==> src/rtl/controlador_semaforo_pkg.sv <==
// ---------------------------------------------------------------------------
// pacote_semaforo
// Shared constants for the traffic-light controller:
//   - estado_t : FSM state codes, which are also the external 'fase' codes
//   - TIMER_W  : width of the phase down-counter
//   - carga_fase() : counter reload value for a phase lasting t cycles
// ---------------------------------------------------------------------------
package pacote_semaforo;

    localparam int TIMER_W = 4;

    typedef enum logic [1:0] {
        IDLE     = 2'b00,
        VERDE    = 2'b01,
        AMARELO  = 2'b10,
        VERMELHO = 2'b11
    } estado_t;

    // A phase of t cycles starts the counter at t-1 and leaves when it hits 0.
    function automatic logic [TIMER_W-1:0] carga_fase(input int t);
        return TIMER_W'(t - 1);
    endfunction

endpackage

==> src/rtl/controlador_semaforo_if.sv <==
// ---------------------------------------------------------------------------
// controlador_semaforo_if
// Control inputs and lamp/status outputs of the traffic-light controller.
//   start, stop, req_ped            : level requests sampled every cycle
//   fase                            : current phase code (estado_t encoding)
//   luz_verde/amarelo/vermelho      : one-hot lamp drives
//   ped_ok                          : pedestrian crossing permitted
//   fim_ciclo                       : one-cycle pulse after a red phase ends
//   busy                            : controller is not idle
// Modports: slave = controller side, master = driver/observer side.
// ---------------------------------------------------------------------------
interface controlador_semaforo_if;

    logic       start;
    logic       stop;
    logic       req_ped;
    logic [1:0] fase;
    logic       luz_verde;
    logic       luz_amarelo;
    logic       luz_vermelho;
    logic       ped_ok;
    logic       fim_ciclo;
    logic       busy;

    modport slave (
        input  start, stop, req_ped,
        output fase, luz_verde, luz_amarelo, luz_vermelho, ped_ok, fim_ciclo, busy
    );

    modport master (
        output start, stop, req_ped,
        input  fase, luz_verde, luz_amarelo, luz_vermelho, ped_ok, fim_ciclo, busy
    );

endinterface

==> src/rtl/controlador_semaforo_contador_descendente.sv <==
// ---------------------------------------------------------------------------
// contador_descendente
// Loadable down-counter used to time each phase.
//   clk, rstn   : clock, asynchronous active-low reset (count -> 0)
//   load_i      : load valor_i (has priority over en_i)
//   valor_i     : value to load
//   en_i        : decrement by one; saturates at zero
//   contagem_o  : current count
//   zero_o      : count equals zero
// ---------------------------------------------------------------------------
module contador_descendente
    import pacote_semaforo::*;
(
    input  logic               clk,
    input  logic               rstn,
    input  logic               load_i,
    input  logic [TIMER_W-1:0] valor_i,
    input  logic               en_i,
    output logic [TIMER_W-1:0] contagem_o,
    output logic               zero_o
);

    logic [TIMER_W-1:0] cont_q, cont_d;

    always_comb begin
        cont_d = cont_q;
        if (load_i) begin
            cont_d = valor_i;
        end else if (en_i && (cont_q != '0)) begin
            cont_d = cont_q - TIMER_W'(1);
        end
    end

    always_ff @(posedge clk or negedge rstn) begin
        if (!rstn) begin
            cont_q <= '0;
        end else begin
            cont_q <= cont_d;
        end
    end

    assign contagem_o = cont_q;
    assign zero_o     = (cont_q == '0);

endmodule

==> src/rtl/controlador_semaforo.sv <==
// ---------------------------------------------------------------------------
// controlador_semaforo
// Traffic-light controller: IDLE -> VERDE -> AMARELO -> VERMELHO -> VERDE ...
// Each phase lasts T_x cycles, timed by a down-counter. A pedestrian request
// during green shortens it and grants ped_ok for the following red phase.
// A stop request is remembered and honoured only at the end of red.
// Parameters: T_VERDE, T_AMARELO, T_VERMELHO (phase lengths, 1..15 cycles)
// Ports:
//   clk  : system clock, rising edge
//   rstn : asynchronous active-low reset
//   bus  : controlador_semaforo_if.slave (requests in, lamps/status out)
// All outputs come straight from registers.
// ---------------------------------------------------------------------------
module controlador_semaforo
    import pacote_semaforo::*;
#(
    parameter int T_VERDE    = 5,
    parameter int T_AMARELO  = 2,
    parameter int T_VERMELHO = 4
) (
    input  logic                    clk,
    input  logic                    rstn,
    controlador_semaforo_if.slave   bus
);

    estado_t estado_q, estado_d;
    logic    stop_pend_q, stop_pend_d;
    logic    ped_pend_q, ped_pend_d;

    logic [1:0] fase_q, fase_d;
    logic       luz_verde_q, luz_verde_d;
    logic       luz_amarelo_q, luz_amarelo_d;
    logic       luz_vermelho_q, luz_vermelho_d;
    logic       ped_ok_q, ped_ok_d;
    logic       fim_ciclo_q, fim_ciclo_d;
    logic       busy_q, busy_d;

    logic               cnt_load;
    logic [TIMER_W-1:0] cnt_valor;
    logic               cnt_en;
    logic [TIMER_W-1:0] cnt_contagem;
    logic               cnt_zero;

    contador_descendente u_contador (
        .clk        (clk),
        .rstn       (rstn),
        .load_i     (cnt_load),
        .valor_i    (cnt_valor),
        .en_i       (cnt_en),
        .contagem_o (cnt_contagem),
        .zero_o     (cnt_zero)
    );

    // Next state, pending flags and counter control
    always_comb begin
        estado_d    = estado_q;
        stop_pend_d = stop_pend_q;
        ped_pend_d  = ped_pend_q;
        cnt_load    = 1'b0;
        cnt_valor   = '0;
        cnt_en      = 1'b0;
        fim_ciclo_d = 1'b0;

        unique case (estado_q)
            IDLE: begin
                // stop has priority over start while idle
                if (bus.start && !bus.stop) begin
                    estado_d  = VERDE;
                    cnt_load  = 1'b1;
                    cnt_valor = carga_fase(T_VERDE);
                end
            end

            VERDE: begin
                if (bus.stop)    stop_pend_d = 1'b1;
                if (bus.req_ped) ped_pend_d  = 1'b1;
                if (cnt_zero) begin
                    estado_d  = AMARELO;
                    cnt_load  = 1'b1;
                    cnt_valor = carga_fase(T_AMARELO);
                end else if (bus.req_ped && (cnt_contagem > TIMER_W'(1))) begin
                    // Shorten green: exactly two more green cycles after the request edge
                    cnt_load  = 1'b1;
                    cnt_valor = TIMER_W'(1);
                end else begin
                    cnt_en = 1'b1;
                end
            end

            AMARELO: begin
                if (bus.stop)    stop_pend_d = 1'b1;
                if (bus.req_ped) ped_pend_d  = 1'b1;
                if (cnt_zero) begin
                    estado_d  = VERMELHO;
                    cnt_load  = 1'b1;
                    cnt_valor = carga_fase(T_VERMELHO);
                end else begin
                    cnt_en = 1'b1;
                end
            end

            VERMELHO: begin
                if (bus.stop) stop_pend_d = 1'b1;
                if (cnt_zero) begin
                    fim_ciclo_d = 1'b1;
                    ped_pend_d  = 1'b0;
                    // A stop seen on this very edge still ends the run here
                    if (stop_pend_q || bus.stop) begin
                        estado_d    = IDLE;
                        stop_pend_d = 1'b0;
                        cnt_load    = 1'b1;
                        cnt_valor   = '0;
                    end else begin
                        estado_d  = VERDE;
                        cnt_load  = 1'b1;
                        cnt_valor = carga_fase(T_VERDE);
                    end
                end else begin
                    cnt_en = 1'b1;
                end
            end

            default: begin
                estado_d = IDLE;
            end
        endcase
    end

    // Outputs are decoded from the next state so that they can be registered
    always_comb begin
        fase_d         = estado_d;
        luz_verde_d    = (estado_d == VERDE);
        luz_amarelo_d  = (estado_d == AMARELO);
        luz_vermelho_d = (estado_d == IDLE) || (estado_d == VERMELHO);
        busy_d         = (estado_d != IDLE);
        // ped_pend cannot change during red, so its value at entry holds throughout
        ped_ok_d       = (estado_d == VERMELHO) && ped_pend_d;
    end

    always_ff @(posedge clk or negedge rstn) begin
        if (!rstn) begin
            estado_q       <= IDLE;
            stop_pend_q    <= 1'b0;
            ped_pend_q     <= 1'b0;
            fase_q         <= IDLE;
            luz_verde_q    <= 1'b0;
            luz_amarelo_q  <= 1'b0;
            luz_vermelho_q <= 1'b1;
            ped_ok_q       <= 1'b0;
            fim_ciclo_q    <= 1'b0;
            busy_q         <= 1'b0;
        end else begin
            estado_q       <= estado_d;
            stop_pend_q    <= stop_pend_d;
            ped_pend_q     <= ped_pend_d;
            fase_q         <= fase_d;
            luz_verde_q    <= luz_verde_d;
            luz_amarelo_q  <= luz_amarelo_d;
            luz_vermelho_q <= luz_vermelho_d;
            ped_ok_q       <= ped_ok_d;
            fim_ciclo_q    <= fim_ciclo_d;
            busy_q         <= busy_d;
        end
    end

    assign bus.fase         = fase_q;
    assign bus.luz_verde    = luz_verde_q;
    assign bus.luz_amarelo  = luz_amarelo_q;
    assign bus.luz_vermelho = luz_vermelho_q;
    assign bus.ped_ok       = ped_ok_q;
    assign bus.fim_ciclo    = fim_ciclo_q;
    assign bus.busy         = busy_q;

endmodule

==> src/flat_wrapper.sv <==
// flat-port wrapper written by rule: the top's interface ports become plain ports
module controlador_semaforo_flat import pacote_semaforo::*;
#(
    parameter int T_VERDE    = 5,
    parameter int T_AMARELO  = 2,
    parameter int T_VERMELHO = 4
)
  (clk, rstn, bus_start, bus_stop, bus_req_ped, bus_fase, bus_luz_verde, bus_luz_amarelo, bus_luz_vermelho, bus_ped_ok, bus_fim_ciclo, bus_busy);
  controlador_semaforo_if bus_i ();
  input  logic clk;
  input  logic rstn;
  input wire logic [$bits(bus_i.start)-1:0] bus_start;
  input wire logic [$bits(bus_i.stop)-1:0] bus_stop;
  input wire logic [$bits(bus_i.req_ped)-1:0] bus_req_ped;
  output wire logic [$bits(bus_i.fase)-1:0] bus_fase;
  output wire logic [$bits(bus_i.luz_verde)-1:0] bus_luz_verde;
  output wire logic [$bits(bus_i.luz_amarelo)-1:0] bus_luz_amarelo;
  output wire logic [$bits(bus_i.luz_vermelho)-1:0] bus_luz_vermelho;
  output wire logic [$bits(bus_i.ped_ok)-1:0] bus_ped_ok;
  output wire logic [$bits(bus_i.fim_ciclo)-1:0] bus_fim_ciclo;
  output wire logic [$bits(bus_i.busy)-1:0] bus_busy;
  assign bus_i.start = bus_start;
  assign bus_i.stop = bus_stop;
  assign bus_i.req_ped = bus_req_ped;
  assign bus_fase = bus_i.fase;
  assign bus_luz_verde = bus_i.luz_verde;
  assign bus_luz_amarelo = bus_i.luz_amarelo;
  assign bus_luz_vermelho = bus_i.luz_vermelho;
  assign bus_ped_ok = bus_i.ped_ok;
  assign bus_fim_ciclo = bus_i.fim_ciclo;
  assign bus_busy = bus_i.busy;
  controlador_semaforo #(.T_VERDE(T_VERDE), .T_AMARELO(T_AMARELO), .T_VERMELHO(T_VERMELHO)) u_core (.clk(clk), .rstn(rstn), .bus(bus_i));
endmodule
==> config.mk <==
export PLATFORM = sky130hd
export DESIGN_NAME = controlador_semaforo_flat
export DESIGN_NICKNAME = d
export VERILOG_FILES = /design/src/rtl/controlador_semaforo_pkg.sv /design/src/rtl/controlador_semaforo_if.sv /design/src/rtl/controlador_semaforo_contador_descendente.sv /design/src/rtl/controlador_semaforo.sv /design/src/flat_wrapper.sv
export SDC_FILE = /design/constraint.sdc
export NUM_CORES = 1
export LEC_CHECK = 0
export BUFFER_PORTS_ARGS = -buffer_cell sky130_fd_sc_hd__buf_2
export CAP_MARGIN = 20
export CORE_MARGIN = 2
export CORE_UTILIZATION = 55
export DETAILED_ROUTE_END_ITERATION = 10
export GPL_TIMING_DRIVEN = 0
export HOLD_SLACK_MARGIN = 0.02
export PLACE_DENSITY = 0.76
export SLEW_MARGIN = 20
export SYNTH_ARGS = -nofsm -noshare
export SYNTH_HDL_FRONTEND = slang
export SYNTH_SLANG_ARGS = --single-unit
==> constraint.sdc <==
create_clock -name clk -period 3.3 [get_ports clk]
set_clock_uncertainty 0.15 [all_clocks]
set_input_delay 0.495 -clock clk [delete_from_list [all_inputs] [get_ports clk]]
set_output_delay 0.495 -clock clk [all_outputs]
set_load 0.005 [all_outputs]
==> impl_metrics.ini <==
[sta]
hold_violations = 0
worst_hold_slack_ns = 0.346
rsz0062_at_grt = no
period_share = 0.734
slew_headroom = 0.664
drv_slew = 0
min_period_ns = 2.42
fmax_mhz = 413
final-setup-viol-count = 0
finalSetupTns_ns = 0
tightest_slew_ns = 0.492

[setup_path]
worst_setup_path_start_kind = flop
path_class = flop to flop
crit_arrival_ns = 2.46
cp_max_fo = 7
cp_cell_sequence = inv_1 > ha_1 > nor3b_4 > nor2b_1 > o22a_1 > o31ai_2 > inv_1 > ha_1 > and2_1
cp.required_ns = 3.33
critPathBufInv = 2
critPathCaptureType = flop
slowest_delay_ns = 0.43
cpMaxStageDelayCell = dfrtp_1
critPathTopFamily = simple AND/OR/NAND/NOR gates

[clock_tree]
holdBufCountCts = 1
cts_buffer_depth = 2
cts_tree = done
post-cts-setup-buffers = 0
numClockSinks = 14
clk_latency_ns = 0.28
root_buffer = clkbuf_4
cts_resized = 0
cts_buffers = 3
clk_pin_slew_worst_paths_ns = 0.09
h-tree-depth = 1

[floorplan]
start_util = 0.588
rows = 14
dieWidth_um = 44.1
core_area_um2 = 1510
boundaryPins = 13
die-area_um2 = 1950
dieHeight_um = 44.1

[synthesis]
ys_seq_area_frac = 0.397
avgSynthCellArea_um2 = 10.1
synth_edf_count = 0
async_reset_ff_frac = 1.00
synth-seq-cells = 14
yosys.cell_types.count = 34
yosysWarnings = 0
netlist_area_um2 = 886
synth_ff_type = dfrtp_1
synth_nets = 103
synth_cells = 88

[global_route]
groute.usage.overall = 0.214
antenna_found_initial = 0
grt_pass1_vias = 626
grt-ovfl-total = 0
grt_pass1_wl_um = 2880
grt_max_degree = 15

[place]
place_inst = 116
dpl_cell_area_um2 = 966
dpl.hpwl_um = 1170
finalWeightedCongestion = 0.782
io_buffers = 12

[power_and_ir_drop]
p_seq_frac = 0.318
comb_power_share = 0.548
p_int_w = 0.000540
ir_worst_vdd_uv = 516
powerDensity_nw_per_um2 = 941
p_sw_w = 0.000413
leakage_nw = 0.489
p_sw_frac = 0.433
clockPowerShare = 0.134

[routing]
drtIter0Drc = 17
drt.antenna.violating_nets = 0
post-route-drc-count = 0
routed_wl_um = 1630
wire_per_inst_um = 13.5
first_pass_iters = 4
viasPerCell = 5.73
dr_total_vias = 693

[flow_run]
drv_cap = 0

[layout]
drive_above_1_share = 0.257
fin_area_um2 = 1010
instances_no_fill = 121
area_growth_pct = 14.3
finalNetCount = 121
fillers = 119
antenna_cells = 0
layout_common_cells = buf_2, dfrtp_1, ha_1

[run_status]
run_status = finished clean

[worst_hold_path]
hp-class = input pin to flop
## worst min-delay path, stage by stage
cell,delay (ns)
buf_2,0.09
a21oi_1,0.06
a21oi_1,0.10
## final timing paths
path / slack [ns] / startpoint / cells past startpoint / to
max in group asynchronous: 2.24 / rstn / 2 / u_core.bus.luz_vermelho
setup reg to reg: 0.88 / u_core.u_contador.contagem_o[0] / 9 / u_core.bus.ped_ok
hold reg to reg: 0.38 / u_core.stop_pend_q / 2 / u_core.stop_pend_q
hold / removal: 0.35 / bus_stop / 3 / u_core.stop_pend_q
setup / recovery: 0.88 / u_core.u_contador.contagem_o[0] / 9 / u_core.bus.ped_ok
min in group asynchronous: 0.47 / rstn / 2 / u_core.stop_pend_q
## layout make-up
cell class | instances | area [um^2] | share of cell area
multi-input combinational | 64 | 495 | 0.489
sequential | 14 | 352 | 0.347
timing repair buffer | 13 | 70.1 | 0.0692
clock buffer | 4 | 36.3 | 0.0358
inverter | 9 | 33.8 | 0.0334
tap | 16 | 20.0 | 0.0198
buffer | 1 | 5.00 | 0.00494
## layer usage
layer  up-vias  global-route usage  routed length (um)
met2        21               0.285                 697
met4         0               0.145                  55
met3         5              0.0490                  87
met5         -                   0                   0
li1        339                   -                   -
met1       328               0.305                 790
## cell families (layout without fill, tap and decap cells)
logic type               Yosys count  count (layout)  synth area share
AND/OR/NAND/NOR                   28              28             0.186
AO/OA/AOI/OAI                     25              25             0.222
buffers and inverters             10              27            0.0438
XOR/XNOR                           1               1           0.00989
adder cells (fa/ha/maj)           10              10             0.141
flip-flops                        14              14             0.397
## sequential cells by signal (all words and copies together) (netlist names)
signal,flops
u_core.u_contador.contagem_o,4
u_core.estado_q,2
u_core.bus.busy,1
u_core.bus.fim_ciclo,1
u_core.bus.luz_amarelo,1
u_core.bus.luz_verde,1
u_core.bus.luz_vermelho,1
u_core.bus.ped_ok,1
u_core.ped_pend_q,1
u_core.stop_pend_q,1
## synth_stat cells, drive strengths merged (2+ instances only)
cell,number,share of area
nand2b,2,0.014
o21ai,4,0.023
a31oi,2,0.014
o22a,3,0.030
nor3b,2,0.030
nor2,9,0.038
and2,2,0.016
ha,10,0.14
a21oi,9,0.068
nor3,2,0.011
or2,2,0.014
dfrtp,13,0.37
nand2,4,0.017
nor2b,2,0.014
o31ai,3,0.047
inv,9,0.038
## power by group through the flow
| stage | clock (W) | combinational [W] | sequential (W) |
|---|---|---|---|
| 2_1_floorplan | 0 | 0.000389 | 0.000304 |
| 3_3_place_gp | 0 | 0.000505 | 0.000304 |
| 3_5_place_dp | 0 | 0.000517 | 0.000306 |
| 4_1_cts | 0.000130 | 0.000524 | 0.000303 |
| 5_1_grt | 0.000139 | 0.000603 | 0.000312 |
| 6_report | 0.000127 | 0.000522 | 0.000303 |
## stage by stage
stage                     utilization  setup slack [ns]  total power, W
after CTS                       0.672             0.885        0.000956
after floorplan                     -              1.14        0.000693
final                           0.672             0.878        0.000953
after global placement          0.641             0.931        0.000809
after detailed placement        0.641             0.902        0.000823
after global routing            0.672             0.691         0.00105
Power figures use the tool's default switching activity.
